## src/rtl/henon_prng_stream.sv

```systemverilog
// Fixed-point Henon-map PRNG: folds pixel bytes into a seed, warms up the map,
// then streams (x, y) samples over a valid/ready handshake.
module henon_prng_stream #(
  parameter int WIDTH        = 32,
  parameter int FRAC         = 24,
  parameter int TOTAL_PIXELS = 8,
  parameter int WARMUP       = 16,
  parameter int NUM_OUTPUTS  = 1
) (
  input  logic             clk,
  input  logic             rst,
  input  logic             start,
  input  logic             abort,
  input  logic [15:0]      seed_16,
  input  logic [7:0]       uart_pixel_in,
  input  logic             uart_pixel_valid,
  output logic [WIDTH-1:0] random_out_x,
  output logic [WIDTH-1:0] random_out_y,
  output logic             out_valid,
  input  logic             out_ready,
  output logic             busy,
  output logic             done,
  output logic             reseed
);
  typedef enum logic [2:0] {IDLE, COLLECT, INIT, SQ, UPD, OUT, DONE} state_t;

  localparam int W2 = 2 * WIDTH;
  localparam logic [63:0] A64 = ((64'd14 << FRAC) + 64'd5) / 64'd10;
  localparam logic [63:0] B64 = ((64'd3 << FRAC) + 64'd5) / 64'd10;
  localparam logic signed [W2-1:0]    AE   = W2'(A64);
  localparam logic signed [W2-1:0]    BE   = W2'(B64);
  localparam logic signed [WIDTH-1:0] ONE  = WIDTH'(64'd1 << FRAC);
  localparam logic signed [WIDTH-1:0] LIM  = WIDTH'(64'd4 << FRAC);
  localparam logic signed [WIDTH-1:0] NLIM = -LIM;

  state_t state;
  logic signed [WIDTH-1:0] x, y, x0, sq;
  logic [31:0] ent, pix_cnt, warm, smp_cnt;
  logic pv_q;

  logic signed [W2-1:0]    xe, sqe;
  logic signed [WIDTH-1:0] sq_n, asq, xn, yn, x_nxt, y_nxt;
  logic [WIDTH-1:0]        x0_n;
  logic                    pix_edge, div;

  // Full-precision products; truncation back to WIDTH is the intended wrap.
  assign xe    = {{WIDTH{x[WIDTH-1]}}, x};
  assign sqe   = {{WIDTH{sq[WIDTH-1]}}, sq};
  assign sq_n  = WIDTH'((xe * xe) >>> FRAC);
  assign asq   = WIDTH'((sqe * AE) >>> FRAC);
  assign yn    = WIDTH'((xe * BE) >>> FRAC);
  assign xn    = ONE - asq + y;
  assign div   = (xn >= LIM) || (xn <= NLIM);
  assign x_nxt = div ? x0 : xn;
  assign y_nxt = div ? '0 : yn;
  assign x0_n  = WIDTH'(seed_16 ^ ent[15:0]) << (FRAC - 16);

  assign pix_edge = uart_pixel_valid & ~pv_q;
  assign busy     = (state != IDLE) && (state != DONE);

  always_ff @(posedge clk) begin
    if (rst) begin
      state        <= IDLE;
      x            <= '0;
      y            <= '0;
      x0           <= '0;
      sq           <= '0;
      ent          <= '0;
      pix_cnt      <= '0;
      warm         <= '0;
      smp_cnt      <= '0;
      pv_q         <= 1'b0;
      random_out_x <= '0;
      random_out_y <= '0;
      out_valid    <= 1'b0;
      done         <= 1'b0;
      reseed       <= 1'b0;
    end else begin
      pv_q   <= uart_pixel_valid;
      reseed <= 1'b0;
      if (abort) begin
        state     <= IDLE;
        out_valid <= 1'b0;
        done      <= 1'b0;
      end else begin
        case (state)
          IDLE, DONE: if (start) begin
            ent     <= '0;
            pix_cnt <= '0;
            smp_cnt <= '0;
            done    <= 1'b0;
            state   <= (TOTAL_PIXELS == 0) ? INIT : COLLECT;
          end
          COLLECT: begin
            if (pix_cnt == 32'(TOTAL_PIXELS)) begin
              state <= INIT;
            end else if (pix_edge) begin
              ent     <= {ent[30:0], ent[31]} ^ {24'd0, uart_pixel_in};
              pix_cnt <= pix_cnt + 32'd1;
            end
          end
          INIT: begin
            x     <= x0_n;
            x0    <= x0_n;
            y     <= '0;
            warm  <= 32'(WARMUP);
            state <= SQ;
          end
          SQ: begin
            sq    <= sq_n;
            state <= UPD;
          end
          UPD: begin
            x      <= x_nxt;
            y      <= y_nxt;
            reseed <= div;
            if (warm != 32'd0) begin
              warm  <= warm - 32'd1;
              state <= SQ;
            end else begin
              state        <= OUT;
              out_valid    <= 1'b1;
              random_out_x <= x_nxt;
              random_out_y <= y_nxt;
            end
          end
          OUT: if (out_ready) begin
            out_valid <= 1'b0;
            smp_cnt   <= smp_cnt + 32'd1;
            if (NUM_OUTPUTS != 0 && smp_cnt + 32'd1 == 32'(NUM_OUTPUTS)) begin
              state <= DONE;
              done  <= 1'b1;
            end else begin
              state <= SQ;
            end
          end
          default: state <= IDLE;
        endcase
      end
    end
  end
endmodule
```

## config.mk

```make
export PLATFORM = sky130hd
export DESIGN_NAME = henon_prng_stream
export DESIGN_NICKNAME = d
export VERILOG_FILES = /design/src/rtl/henon_prng_stream.sv
export SDC_FILE = /design/constraint.sdc
export NUM_CORES = 2
export LEC_CHECK = 0
export ABC_AREA = 1
export CAP_MARGIN = 15
export CORE_ASPECT_RATIO = 1.4
export CORE_MARGIN = 5
export CORE_UTILIZATION = 35
export DETAILED_ROUTE_END_ITERATION = 12
export PLACE_DENSITY = 0.52
export SETUP_SLACK_MARGIN = 0.05
export SYNTH_ARGS = -nofsm -noshare
export SYNTH_HDL_FRONTEND = slang
export SYNTH_SLANG_ARGS = --single-unit
```

## constraint.sdc

```tcl
create_clock -name clk -period 8.6 [get_ports clk]
set_clock_uncertainty 0.15 [all_clocks]
set_input_delay 1.72 -clock clk [delete_from_list [all_inputs] [get_ports clk]]
set_output_delay 1.72 -clock clk [all_outputs]
set_load 0.01 [all_outputs]
```

After elaboration in Yosys (flattened, before gate mapping). Index checks and enable logic that the tools add are counted.

Register bits after elaboration: 319. Word-level logic and storage cells: 99.

$add $sub $neg: 5. Multiply operators: 3. Order comparisons: 2. Equality and inequality tests: 17. Muxes and demuxes: 28. Bitwise logic cells: 7. Reductions and logical operators: 22.

Operators by type and width (count): $pmux 32 s2 (6); $mux 32 (9); $add 32x1->32 const B (2); $mul 32x24->56 const B (1); $mul 32x32->56 (1); $mul 32x25->55 const B (1); $add 32x32->32 (1); $eq 32x1->1 const B (1); $eq 32x4->1 const B (1); $ge 32x28->1 const B (1); $le 32x27->1 const B (1); $reduce_bool 32->1 (1); $sub 26x32->32 const A (1); $sub 32x1->32 const B (1); $xor 32x8->32 (1); $pmux 3 s6 (1); $ne 2x2->1 const B (8); $xor 16x16->16 (1); $mux 3 (5); $reduce_and 3->1 (4); $eq 3x3->1 const B (3); $reduce_and 4->1 (2); $reduce_bool 2->1 (4); $eq 3x2->1 const B (2); 14 further kinds (25).

Longest topological paths before layout.
Word-level depth: 7. Gate-level depth with buffers: 52. Depth with buffers taken out: 52.

Worst setup path after synthesis. No wires, ideal clock.

Kind: register to register. Start point: register sq[31]. End point: register y[10]. Setup time: 0.128 ns. Data arrival time: 8.462 ns. Slack: -0.139 ns. Cell stages (with the launch flop): 40. Path buffers: 2. Cell sequence: dfxtp_1 ha_1 fa_1 inv_1 fa_1 inv_1 fa_1 inv_1 fa_1 inv_1 fa_1 fa_1 inv_1 ha_1 nand2_1 nand2_1 a31o_2 a2111oi_0 (+4 left out) nand2_1 nor3_1 and2_1 nand2_1 nand2_1 inv_1 nand2_1 nand2_1 nand2_1 nand3_1 nor2_1 nand4_2 nand3_2 buf_6 buf_6 nor2_1 a22oi_1 nor2_1.

Longest elaborated chain between the ends: 7. Elaborated cells on any way between the ends: 8. Classes of those cells: 2 x add/sub; 1 x mul; 2 x order compare; 2 x mux; 1 x reduce/logical.

RTL lines: from (decl) (line 37) `logic signed [WIDTH-1:0] x, y, x0, sq;`; from (signal assigned) (line 110) `sq <= sq_n;`; $mul 32x25->55 (*) (line 50) `assign asq = WIDTH'((sqe * AE) >>> FRAC);`; $sub 26x32->32 (*) (line 52) `assign xn = ONE - asq + y;`; $add 32x32->32 (*) (line 52); $ge 32x28->1 / $le 32x27->1 (equally long branches) (line 53) `assign div = (xn >= LIM) || (xn <= NLIM);`; $logic_or 1x1->1 (*) (line 53); $mux 32 (*) (line 55) `assign y_nxt = div ? '0 : yn;`; $pmux 32 s2 (*) (line 86) `case (state)`; to (signal assigned) (line 115) `y <= y_nxt;`; to (decl) (line 37).

Every way passes the cells marked *; elsewhere a longest branch is shown, timed or not. A chain may end at the register's enable or synchronous reset.

Worst setup path in the final report.
Start point: register sq[27]. End point: register x[0].

Longest elaborated chain between the ends: 7. Elaborated cells on any way between the ends: 8. Classes of those cells: 2 x add/sub; 1 x mul; 2 x order compare; 2 x mux; 1 x reduce/logical.

RTL lines: $mul 32x25->55 (*) (line 50); $sub 26x32->32 (*) (line 52); $add 32x32->32 (*) (line 52); $ge 32x28->1 / $le 32x27->1 (equally long branches) (line 53); $logic_or 1x1->1 (*) (line 53); $mux 32 (*) (line 54) `assign x_nxt = div ? x0 : xn;`; $pmux 32 s2 (*) (line 86); to (signal assigned) (line 103) `x <= x0_n;`; to (signal assigned) (line 114) `x <= x_nxt;`; to (decl) (line 37).

Marked as above.

==> summary.md <==
| Metric | Value |
|---|---|
| Status | complete, but fails checks |
| Failing checks | setup timing |
| Number of CTS-inserted buffers | 36 |
| Initial core utilization | 0.351 |
| Die Y-Extent | 561 µm |
| Clk slew on worst S/H paths | 0.07 ns |
| Length in cells of the worst reg-to-reg path | 41 |
| Chip Width | 403 µm |
| Largest net degree at the start of global routing | 77 |
| Post-cts hold buffer count | 0 |
| Layout fillers | 22.0k |
| CTS tree | yes |
| FP Rows | 202 |
| H-tree depth | 2 |
| Skew-Pair Late Insertion Delay | 0.62 ns |
| Final Cycle Share | 1.04 |
| GRT Total Usage | 0.232 |
| Gr ovfl total | 0 |
| CP Capture Type | register |
| Slew HR | 0.218 |
| Fin util | 0.423 |
| Final Instance Count excl. Fillers | 12.9k |
| Top-count cell post-synth | inv_1 |
| PD cells | 46.2 nW/µm² |
| Initial antenna violation count | 3 |
| Slew Limit Fails | 0 |
| DIE AREA | 226000 µm² |
| # port buffers | 97 |
| Tot Pwr | 4.22 mW |
| DP Area | 86000 µm² |
| Critical path's slowest cell | fa_2 |
| WL per Instance | 20.3 µm |
| Leak pwr | 47.7 nW |
| Hpwl dp | 226000 µm |
| Syn Inst Count | 9154 |
| Mapped Nets | 11.5k |
| CP Depth | 41 |
| Post-synth top cells | 2865 x inv_1, 1564 x fa_1, 1254 x nand2_1, 795 x ha_1, 569 x nor2_1 |
| Critical path fanouts, max | 6 |
| First-pass GRT wire length | 401000 µm |
| Ranking of synthesized cells by area | fa_1 41%, inv_1 14%, ha_1 13%, dfxtp_1 8.2%, nand2_1 6.2% |
| Vias in the first global route | 67.8k |
| Post-Route WL | 262000 µm |
| Max stage delay on crit path | 0.61 ns |
| Setup Total Neg Slack | -23.66 ns |
| PnR worst setup slack | -0.324 ns |
| Worst-margin pin slew | 1.17 ns |
| Drt first pass iters | 6 |
| Critical path class | register to register |
| Synth Cell Area | 75800 µm² |
| Yosys warnings | 0 |
| Area share of the largest cell type after synthesis | 0.413 |
| Placed Instances | 12.7k |
| Arr. time, crit path | 9.31 ns |
| Min Tclk post-route | 8.92 ns |
| Hold path cells | 2 |
| EDFF count, synth | 0 |
| Fin nets | 12.4k |
| CTS root buf | clkbuf_16 |
| Initial DRC Count | 3041 |
| Cell taking the most area after synthesis | fa_1 |
| Yosys reg bits | 311 |
| Clk buf depth | 3 |
| Boundary Pins | 98 |
| Synth Flop Type | dfxtp_1 |
| RSZ-0062 raised after global routing | true |
| Sequential area share after synthesis | 0.0822 |
| GP Congestion | 0.942 |
| Routed Antenna Nets | 0 |
| Maxcap violations | 0 |
| Fin area | 91400 µm² |
| Unique cell type count in the Yosys netlist | 58 |
| Fmax | 112 MHz |
| Buf+Inv Stages, Crit Path | 12 |
| Setup Viol. Count Final | 117 |
| Layout cell share with drive strength beyond 1 | 0.154 |
| Delay-heaviest family, CP | adder cells |
| Maximum vdd drop | 144 µV |
| # clock sinks | 311 |
| Final Hold Fails | 0 |
| Top cell by count, worst path | inv_1 |
| CP required | 8.99 ns |
| Residual DRC | 0 |
| Area grow syn2layout | 20.6% |
| Mean post-synth cell area | 8.28 µm² |
| Post-synth ARST share | 0 |
| Critical Path Source Type | register |
| Via count | 61.4k |
| Hold WC Path Type | register to register |
| Core footprint | 216000 µm² |
| Via density | 4.77 |
cells by family after synthesis:
family,count (synthesis),share of synthesized area
AOI/OAI and AO/OA,893,0.0683
xor gates and xnor gates,238,0.0275
adders and majority gates,2359,0.544
buffers and inverters,3076,0.153
DFF,311,0.0822
muxes,4,0.000528
other,1,0.0000495
and+or+nand+nor,2272,0.124
metal layers:
| layer | wire, µm | track usage | up-vias |
|---|---|---|---|
| met2 | 138000 | 0.437 | 1329 |
| met5 | 0 | 0 | - |
| met4 | 17200 | 0.117 | 0 |
| met3 | 9440 | 0.0211 | 426 |
| li1 | - | - | 28600 |
| met1 | 97300 | 0.260 | 31000 |
timing repair:
item                       CTS  global route
resized for setup          419           255
gates cloned                 6             3
setup buffers               60            40
pin swaps                  108           115
setup endpoints to repair  129           146
per-stage QoR:
step / hold WS, ns / worst slack (ns)
after detailed placement: 0.311 / -1.19
after CTS: 0.311 / -0.345
after global placement: 0.300 / -1.16
after floorplan: 0.286 / 0.111
final: 0.313 / -0.324
after global routing: 0.332 / -0.602
state kept, by name, summed over array words and instances, names as in the netlist:
signal / flops
done: 1
ent: 32
out_valid: 1
pix_cnt: 32
pv_q: 1
random_out_x: 32
random_out_y: 32
reseed: 1
smp_cnt: 32
sq: 32
state: 3
warm: 32
x: 32
x0: 16
y: 32
layout make-up:
cell class	instances	area (µm²)	area share
inverter	2878	10800	0.118
sequential	311	6360	0.0696
timing repair buffer	1003	8490	0.0930
tap	2856	3570	0.0391
clock buffer	51	1040	0.0114
antenna	1	2.50	0.0000274
clock inverter	13	201	0.00220
multi-input combinational	5767	60900	0.666
placed cells by master (no fill, tap or decap), types with 29 or more instances in the layout:
cell             instances
fa_1                  1548
a21oi_2                 51
o21ai_0                183
nor2_4                  42
a21oi_1                327
clkbuf_16               40
nor4_1                  29
dfxtp_1                260
nand3_2                 31
nor2_2                  38
or2_2                   32
a31oi_1                 55
buf_4                  836
nand2_1               1175
o21a_1                  43
xnor2_1                 90
clkdlybuf4s50_1         96
ha_1                   714
nand2_2                 59
inv_2                   32
nand3_1                138
o211ai_1                34
nand4_1                 71
ha_4                    71
xor2_1                 125
buf_12                  37
nor2_1                 512
inv_1                 2841
nor3_1                  67
where the power goes:
group | internal [mW] | total (mW) | switching [mW]
clock network | 0.945 | 1.69 | 0.741
registers | 1.45 | 1.46 | 0.0142
logic | 0.464 | 1.08 | 0.614
total | 2.86 | 4.22 | 1.37
tightest hold or removal path, cell delays in order, from the launching register on:
cell and delay, ns:
dfxtp_1 0.30, inv_1 0.06, a211oi_1 0.06
path summary, 6_finish.rpt:
| check | from | endpoint | slack (ns) |
|---|---|---|---|
| setup / recovery | sq[27] | x[0] | -0.32 |
| hold / removal | ent[30] | ent[31] | 0.31 |
| setup reg to reg | sq[27] | x[0] | -0.32 |
| hold reg to reg | ent[30] | ent[31] | 0.31 |
No activity file was read; power rests on OpenSTA's default activity.
